## config.mk

```make
export PLATFORM = sky130hd
export DESIGN_NAME = lfsr_keystream_arb
export DESIGN_NICKNAME = d
export VERILOG_FILES = /design/src/rtl/lfsr_keystream_arb_pkg.sv /design/src/rtl/lfsr8_step.sv /design/src/rtl/lfsr_keystream_arb.sv
export SDC_FILE = /design/constraint.sdc
export NUM_CORES = 1
export LEC_CHECK = 0
export ABC_CLOCK_PERIOD_IN_PS = 3800
export CAP_MARGIN = 10
export CORE_AREA = 5 5 72 74
export DETAILED_ROUTE_END_ITERATION = 8
export DIE_AREA = 0 0 77 79
export GPL_ROUTABILITY_DRIVEN = 0
export PLACE_DENSITY = 0.62
export SETUP_SLACK_MARGIN = 0.4
export SYNTH_ARGS = -nofsm -noshare
export SYNTH_HDL_FRONTEND = slang
export SYNTH_HIERARCHICAL = 1
export SYNTH_SLANG_ARGS = --single-unit
export TNS_END_PERCENT = 10
```

## constraint.sdc

```tcl
create_clock -name clk -period 3.8 [get_ports clk]
set_input_delay 0.38 -clock clk [delete_from_list [all_inputs] [get_ports clk]]
set_output_delay 0.38 -clock clk [all_outputs]
set_load 0.01 [all_outputs]
```

## src/rtl/lfsr_keystream_arb_pkg.sv

```systemverilog
`default_nettype none
// ============================================================================
// Module : lfsr_keystream_arb_pkg
// Brief  : Shared types and constants for the LFSR keystream arbiter:
//          FSM state encoding, LFSR width, tap mask and default seed.
// Rev    : 1.0  initial release
// ============================================================================
package lfsr_keystream_arb_pkg;

   // Width of the keystream LFSR.
   localparam int c_lfsr_w = 8;

   // Feedback taps at bit positions 7, 6, 5 and 0.
   localparam logic [c_lfsr_w-1:0] c_lfsr_taps = 8'b1110_0001;

   // Seed substituted whenever a zero seed is loaded (zero would lock up).
   localparam logic [c_lfsr_w-1:0] c_default_seed = 8'h41;

   // Session state: no seed yet, streaming, or byte budget used up.
   typedef enum logic [1:0] {
      ST_IDLE      = 2'd0,
      ST_RUN       = 2'd1,
      ST_EXHAUSTED = 2'd2
   } state_t;

endpackage
`default_nettype wire

```

## src/rtl/lfsr8_step.sv

```systemverilog
`default_nettype none
// ============================================================================
// Module : lfsr8_step
// Brief  : Combinational one-step advance of the 8-bit Fibonacci LFSR:
//          shift left, feedback = XOR of the tapped bits into bit 0.
// Rev    : 1.0  initial release
// ============================================================================
module lfsr8_step
   import lfsr_keystream_arb_pkg::*;
(
   input  logic [c_lfsr_w-1:0] q,
   output logic [c_lfsr_w-1:0] q_next
);

   assign q_next = {q[c_lfsr_w-2:0], ^(q & c_lfsr_taps)};

endmodule
`default_nettype wire

```

## src/rtl/lfsr_keystream_arb.sv

```systemverilog
`default_nettype none
// ============================================================================
// Module : lfsr_keystream_arb
// Brief  : Two-requester round-robin arbiter feeding an LFSR stream cipher.
//          Each accepted plaintext byte is XORed with the current keystream
//          byte and presented one cycle later on a single-entry output
//          register. A seed load starts a session of SESSION_LEN bytes.
// Rev    : 1.0  initial release
// ============================================================================
module lfsr_keystream_arb
   import lfsr_keystream_arb_pkg::*;
#(
   parameter int                    SESSION_LEN  = 16,
   parameter logic [c_lfsr_w-1:0]   DEFAULT_SEED = c_default_seed
)(
   input  logic        clk,
   input  logic        rst_n,
   input  logic        ena,
   input  logic        seed_load,
   input  logic [7:0]  seed,
   input  logic [1:0]  req_valid,
   input  logic [15:0] req_data,
   output logic [1:0]  req_ready,
   output logic        out_valid,
   output logic [7:0]  out_data,
   output logic        out_id,
   input  logic        out_ready,
   output logic        busy,
   output logic [7:0]  byte_cnt
);

   // Count value at which the next accept closes the session.
   localparam logic [7:0] c_last_cnt = 8'(SESSION_LEN - 1);

   state_t              r_state;
   state_t              w_state_nxt;
   logic [c_lfsr_w-1:0] r_lfsr;
   logic [c_lfsr_w-1:0] w_lfsr_next;
   logic [7:0]          r_byte_cnt;
   logic                r_rr_ptr;      // requester holding priority on a tie
   logic                r_out_valid;
   logic [7:0]          r_out_data;
   logic                r_out_id;

   logic                w_load;
   logic                w_can_accept;
   logic                w_grant_id;
   logic                w_accept;
   logic [7:0]          w_sel_data;

   lfsr8_step u_step (
      .q      (r_lfsr),
      .q_next (w_lfsr_next)
   );

   // Arbitration: pick the winner and decide whether a byte can be taken now.
   always_comb begin
      w_load       = ena & seed_load;
      w_can_accept = (r_state == ST_RUN) & ena & ~seed_load
                     & (~r_out_valid | out_ready);
      if (req_valid == 2'b11) begin
         w_grant_id = r_rr_ptr;
      end else begin
         w_grant_id = req_valid[1];
      end
      w_accept   = w_can_accept & (|req_valid);
      w_sel_data = w_grant_id ? req_data[15:8] : req_data[7:0];
   end

   // Session state register.
   always_ff @(posedge clk or negedge rst_n) begin
      if (!rst_n) begin
         r_state <= ST_IDLE;
      end else if (ena) begin
         r_state <= w_state_nxt;
      end
   end

   // Next-state logic plus the state-derived outputs.
   always_comb begin
      w_state_nxt = r_state;
      req_ready   = 2'b00;
      busy        = (r_state == ST_RUN);
      if (w_accept) begin
         req_ready[w_grant_id] = 1'b1;
      end
      if (w_load) begin
         w_state_nxt = ST_RUN;
      end else if (w_accept && (r_byte_cnt == c_last_cnt)) begin
         w_state_nxt = ST_EXHAUSTED;
      end
   end

   // Keystream, byte counter and round-robin pointer.
   always_ff @(posedge clk or negedge rst_n) begin
      if (!rst_n) begin
         r_lfsr     <= DEFAULT_SEED;
         r_byte_cnt <= 8'd0;
         r_rr_ptr   <= 1'b0;
      end else if (ena) begin
         if (w_load) begin
            r_lfsr     <= (seed == 8'd0) ? DEFAULT_SEED : seed;
            r_byte_cnt <= 8'd0;
         end else if (w_accept) begin
            r_lfsr     <= w_lfsr_next;
            r_byte_cnt <= r_byte_cnt + 8'd1;
            r_rr_ptr   <= ~w_grant_id;
         end
      end
   end

   // Single-entry output register; refill and drain may coincide.
   always_ff @(posedge clk or negedge rst_n) begin
      if (!rst_n) begin
         r_out_valid <= 1'b0;
         r_out_data  <= 8'd0;
         r_out_id    <= 1'b0;
      end else if (ena) begin
         if (w_accept) begin
            r_out_valid <= 1'b1;
            r_out_data  <= w_sel_data ^ r_lfsr;
            r_out_id    <= w_grant_id;
         end else if (out_ready) begin
            r_out_valid <= 1'b0;
         end
      end
   end

   assign out_valid = r_out_valid;
   assign out_data  = r_out_data;
   assign out_id    = r_out_id;
   assign byte_cnt  = r_byte_cnt;

endmodule
`default_nettype wire

```

==> impl_metrics.prom <==
# TYPE chip_impl_metric gauge
chip_impl_info{name="run_status",value="finished, final reports clean"} 1
chip_impl_metric{name="p_int",unit="W"} 0.000684
chip_impl_metric{name="num_rows",unit=""} 25
chip_impl_metric{name="num-nets-final",unit=""} 256
chip_impl_metric{name="yosys_warnings",unit=""} 6
chip_impl_metric{name="post-route-period-util",unit="%"} 78.5
chip_impl_metric{name="timing.final.crit_period",unit="ns"} 2.98
chip_impl_metric{name="clkSlewWorstSetupHoldPaths",unit="ns"} 0.06
chip_impl_metric{name="routed_wire_length",unit="mm"} 4.28
chip_impl_metric{name="initial_core_util",unit="%"} 35.8
chip_impl_metric{name="setup-tns-final",unit="ns"} 0
chip_impl_metric{name="synth.area.mux_share",unit="%"} 0
chip_impl_info{name="synthFlopType",value="dfrtp_1"} 1
chip_impl_metric{name="proportion_of_power_drawn_by_flip_flops_and_latches",unit="%"} 43.3
chip_impl_metric{name="initialDrtViolationCount",unit=""} 93
chip_impl_info{name="launch_instance_of_the_worst_register_to_register_path",value="r_state[1]"} 1
chip_impl_info{name="grt_setup_unrepaired",value="false"} 1
chip_impl_info{name="synth.area.top_cells",value="dfrtp_1 (42%), nand3_1 (7.4%), nand2_1 (4.9%)"} 1
chip_impl_metric{name="yosys_register_bits",unit=""} 29
chip_impl_metric{name="post_synth_inst_count",unit=""} 179
chip_impl_metric{name="antenna-diode-count",unit=""} 0
chip_impl_info{name="dominant_combinational_cell_family_by_area_after_synthesis",value="simple AND/OR/NAND/NOR gates"} 1
chip_impl_metric{name="clock_tree.htree_level_count",unit=""} 2
chip_impl_metric{name="max_clock_freq",unit="GHz"} 0.335
chip_impl_info{name="hold_class",value="reg -> reg"} 1
chip_impl_metric{name="fp.dieArea",unit="um^2"} 6080
chip_impl_metric{name="first_global_vias",unit=""} 1488
chip_impl_metric{name="cts_inserted_buffers",unit=""} 5
chip_impl_metric{name="cts_resized",unit=""} 0
chip_impl_metric{name="required",unit="ns"} 3.42
chip_impl_metric{name="boundaryPins",unit=""} 52
chip_impl_metric{name="synth_simple_gate_area_share",unit="%"} 27.8
chip_impl_info{name="min_from",value="out_data[5]"} 1
chip_impl_metric{name="reg2reg_slack",unit="ns"} 2.03
chip_impl_metric{name="die_h",unit="um"} 79
chip_impl_metric{name="min_path_cells",unit=""} 2
chip_impl_info{name="cts_tree",value="built"} 1
chip_impl_metric{name="final_layout_size_suffix_gt1_share",unit="%"} 7.56
chip_impl_info{name="synth.top_cells.by_count",value="dfrtp_1 (27), nand3_1 (24), nand2_1 (21)"} 1
chip_impl_info{name="r2r-end",value="r_rr_ptr"} 1
chip_impl_metric{name="synth.yosys.seq_area_share",unit="%"} 44.9
chip_impl_metric{name="postLayoutCoreUtil",unit="%"} 49.2
chip_impl_metric{name="detail_route.first_pass.iterations",unit=""} 4
chip_impl_metric{name="ys_types",unit=""} 35
chip_impl_metric{name="grt_max_degree",unit=""} 30
chip_impl_metric{name="place.detailed.hpwl",unit="mm"} 3.13
chip_impl_metric{name="tritoncts_num_sinks",unit=""} 29
chip_impl_metric{name="worst_slew_margin",unit="%"} 55.7
chip_impl_metric{name="syn-mean-instance-area",unit="um^2"} 9.07
chip_impl_metric{name="detail_route.drc_violations",unit=""} 0
chip_impl_metric{name="avg_wl_per_cell",unit="um"} 15.3
chip_impl_metric{name="seq_area",unit="um^2"} 728
chip_impl_metric{name="hold_buffers",unit=""} 0
chip_impl_metric{name="final.hold.worst_slack",unit="ns"} 0.472
chip_impl_metric{name="power.static_leakage",unit="nW"} 0.910
chip_impl_metric{name="worstPathMaxFanout",unit=""} 29
chip_impl_metric{name="detail_routed_via_count_per_cell",unit=""} 5.36
chip_impl_metric{name="pwr-share-clk",unit="%"} 29.0
chip_impl_metric{name="report.final.slew_viol_count",unit=""} 0
chip_impl_metric{name="multi_input_area",unit="um^2"} 796
chip_impl_metric{name="arithmetic_cell_share_of_the_synthesized_area_counting_full_adders_half_adders_and_majority_gates",unit="%"} 0.771
chip_impl_metric{name="area_delta_synth_final",unit="%"} 37.6
chip_impl_metric{name="async_reset_ff_share",unit="%"} 100
chip_impl_info{name="worstHoldEndpoint",value="out_data[5]"} 1
chip_impl_info{name="type_of_element_launching_the_critical_path",value="input pin"} 1
chip_impl_metric{name="netlist_area",unit="um^2"} 1620
chip_impl_metric{name="cts.repair_timing.setup_buffer_count",unit=""} 0
chip_impl_metric{name="share_comb_of_total_power",unit="%"} 27.7
chip_impl_info{name="yosys.cell_count.top_type",value="dfrtp_1"} 1
chip_impl_metric{name="core_region_area",unit="um^2"} 4540
chip_impl_metric{name="switching_share",unit="%"} 30.0
chip_impl_metric{name="final_antenna_net_count",unit=""} 0
chip_impl_metric{name="synth_compound_gate_area_share",unit="%"} 16.4
chip_impl_metric{name="buffer_ports.inserted",unit=""} 51
chip_impl_metric{name="hold_viol_final",unit=""} 0
chip_impl_info{name="crit_path_capture_type",value="primary output"} 1
chip_impl_metric{name="maxCapViolations",unit=""} 0
chip_impl_info{name="synth_top_cell_by_area",value="dfrtp_1"} 1
chip_impl_metric{name="first_pass_grt_wire_length",unit="mm"} 7.01
chip_impl_metric{name="pwr_cell_area",unit="nW/um^2"} 437
chip_impl_metric{name="worst-r2r-cell-count",unit=""} 4
chip_impl_metric{name="arrival",unit="ns"} 2.60
chip_impl_metric{name="timing_worst_slew_pin_value",unit="ns"} 0.664
chip_impl_metric{name="fill_cells",unit=""} 421
chip_impl_metric{name="synthDominantCellAreaShare",unit="%"} 41.6
chip_impl_metric{name="grt_remaining_overflow",unit=""} 0
chip_impl_metric{name="routed-via-count",unit=""} 1496
chip_impl_metric{name="worst_ir_drop_vdd",unit="uV"} 193
chip_impl_metric{name="antenna_found_initial",unit=""} 0
chip_impl_metric{name="synth-edff-count",unit=""} 0
chip_impl_info{name="cts_root_buffer",value="clkbuf_8"} 1
chip_impl_metric{name="synth_fp_nets",unit=""} 211
chip_impl_metric{name="timing.clock.skew",unit="ns"} 0.00498
chip_impl_metric{name="clock_tree.buffer_depth",unit=""} 2
chip_impl_metric{name="insertion_delay",unit="ns"} 0.28
chip_impl_metric{name="global_route.usage.total",unit="%"} 14.4
chip_impl_metric{name="floorplan.die.width",unit="um"} 77
chip_impl_metric{name="synth_xor_xnor_area_share",unit="%"} 3.78
chip_impl_metric{name="final-setup-viol-count",unit=""} 0
chip_impl_info{name="critPathKind",value="in -> out"} 1
chip_impl_metric{name="total_switching_power",unit="W"} 0.000293
-- worst max-delay path, stage by stage --
cell and delay (ns):
clkdlybuf4s50_1 0.55, nand4bb_4 0.16, or3_4 0.50, nor3_1 0.38, clkdlybuf4s50_1 0.61
-- cells by family after synthesis --
kind of cell | Yosys count
simple gates | 85
compound gates | 39
flops | 29
buf+inv | 18
xor+xnor | 7
fa+ha+maj | 1
-- worst max path at each step --
| stage | from | end | slack [ns] | depth (start not counted) |
|---|---|---|---|---|
| final | ena | req_ready[1] | 0.82 | 5 |
| after global routing | ena | req_ready[1] | 0.71 | 5 |
| after CTS | ena | req_ready[1] | 0.81 | 5 |
| after detailed placement | ena | req_ready[1] | 0.82 | 5 |
| after global placement | ena | req_ready[1] | 0.86 | 5 |
| after floorplan | out_valid | req_ready[0] | 1.90 | 5 |
-- metal layers --
metal | GRT usage [%] | wire [um]
met1 | 18.6 | 1960
met2 | 23.2 | 2040
met3 | 3.40 | 198
met4 | 6.01 | 84
met5 | 0 | 0
-- cell type report --
type	instances	share of cell area (%)
inverter	2	0.336
clock inverter	1	0.224
sequential	29	32.6
clock buffer	7	4.31
multi-input combinational	132	35.6
timing repair buffer	54	23.9
tap	54	3.03
-- placed cells by master, fill, tap and decap left out, types with 3 or more instances in the layout --
master	instances
clkdlybuf4s50_1	51
dfrtp_1	27
nand3_1	24
nand2_1	21
nor2_1	11
o21ai_0	11
nand4_1	10
a211o_1	8
clkbuf_8	7
a21oi_1	6
a22oi_1	6
xnor2_1	6
nor4_1	4
nor2b_1	3
a21o_1	3
buf_4	3
-- stage by stage --
stage | power, W | instances | worst slack, ns | cell area [um^2]
floorplan | 0.000568 | 179 | 1.90 | 1620
global placement | 0.000700 | 271 | 0.861 | 2130
detailed placement | 0.000705 | 271 | 0.821 | 2130
CTS | 0.000992 | 279 | 0.806 | 2230
global route | 0.00103 | 279 | 0.710 | 2230
finish | 0.000977 | 279 | 0.817 | 2230
-- registers in the layout, indices dropped and copies added, names as in the netlist --
name       count
byte_cnt       8
out_data       8
out_id         1
out_valid      1
r_lfsr         8
r_rr_ptr       1
r_state        2
-- power groups by stage --
stage / logic, W / clock network (W) / registers (W)
final: 0.000271 / 0.000283 / 0.000423
after global routing: 0.000301 / 0.000300 / 0.000434
after CTS: 0.000276 / 0.000292 / 0.000424
after detailed placement: 0.000275 / 0 / 0.000430
after global placement: 0.000272 / 0 / 0.000428
after floorplan: 0.000132 / 0 / 0.000437
No activity file was read; power rests on OpenSTA's default activity.
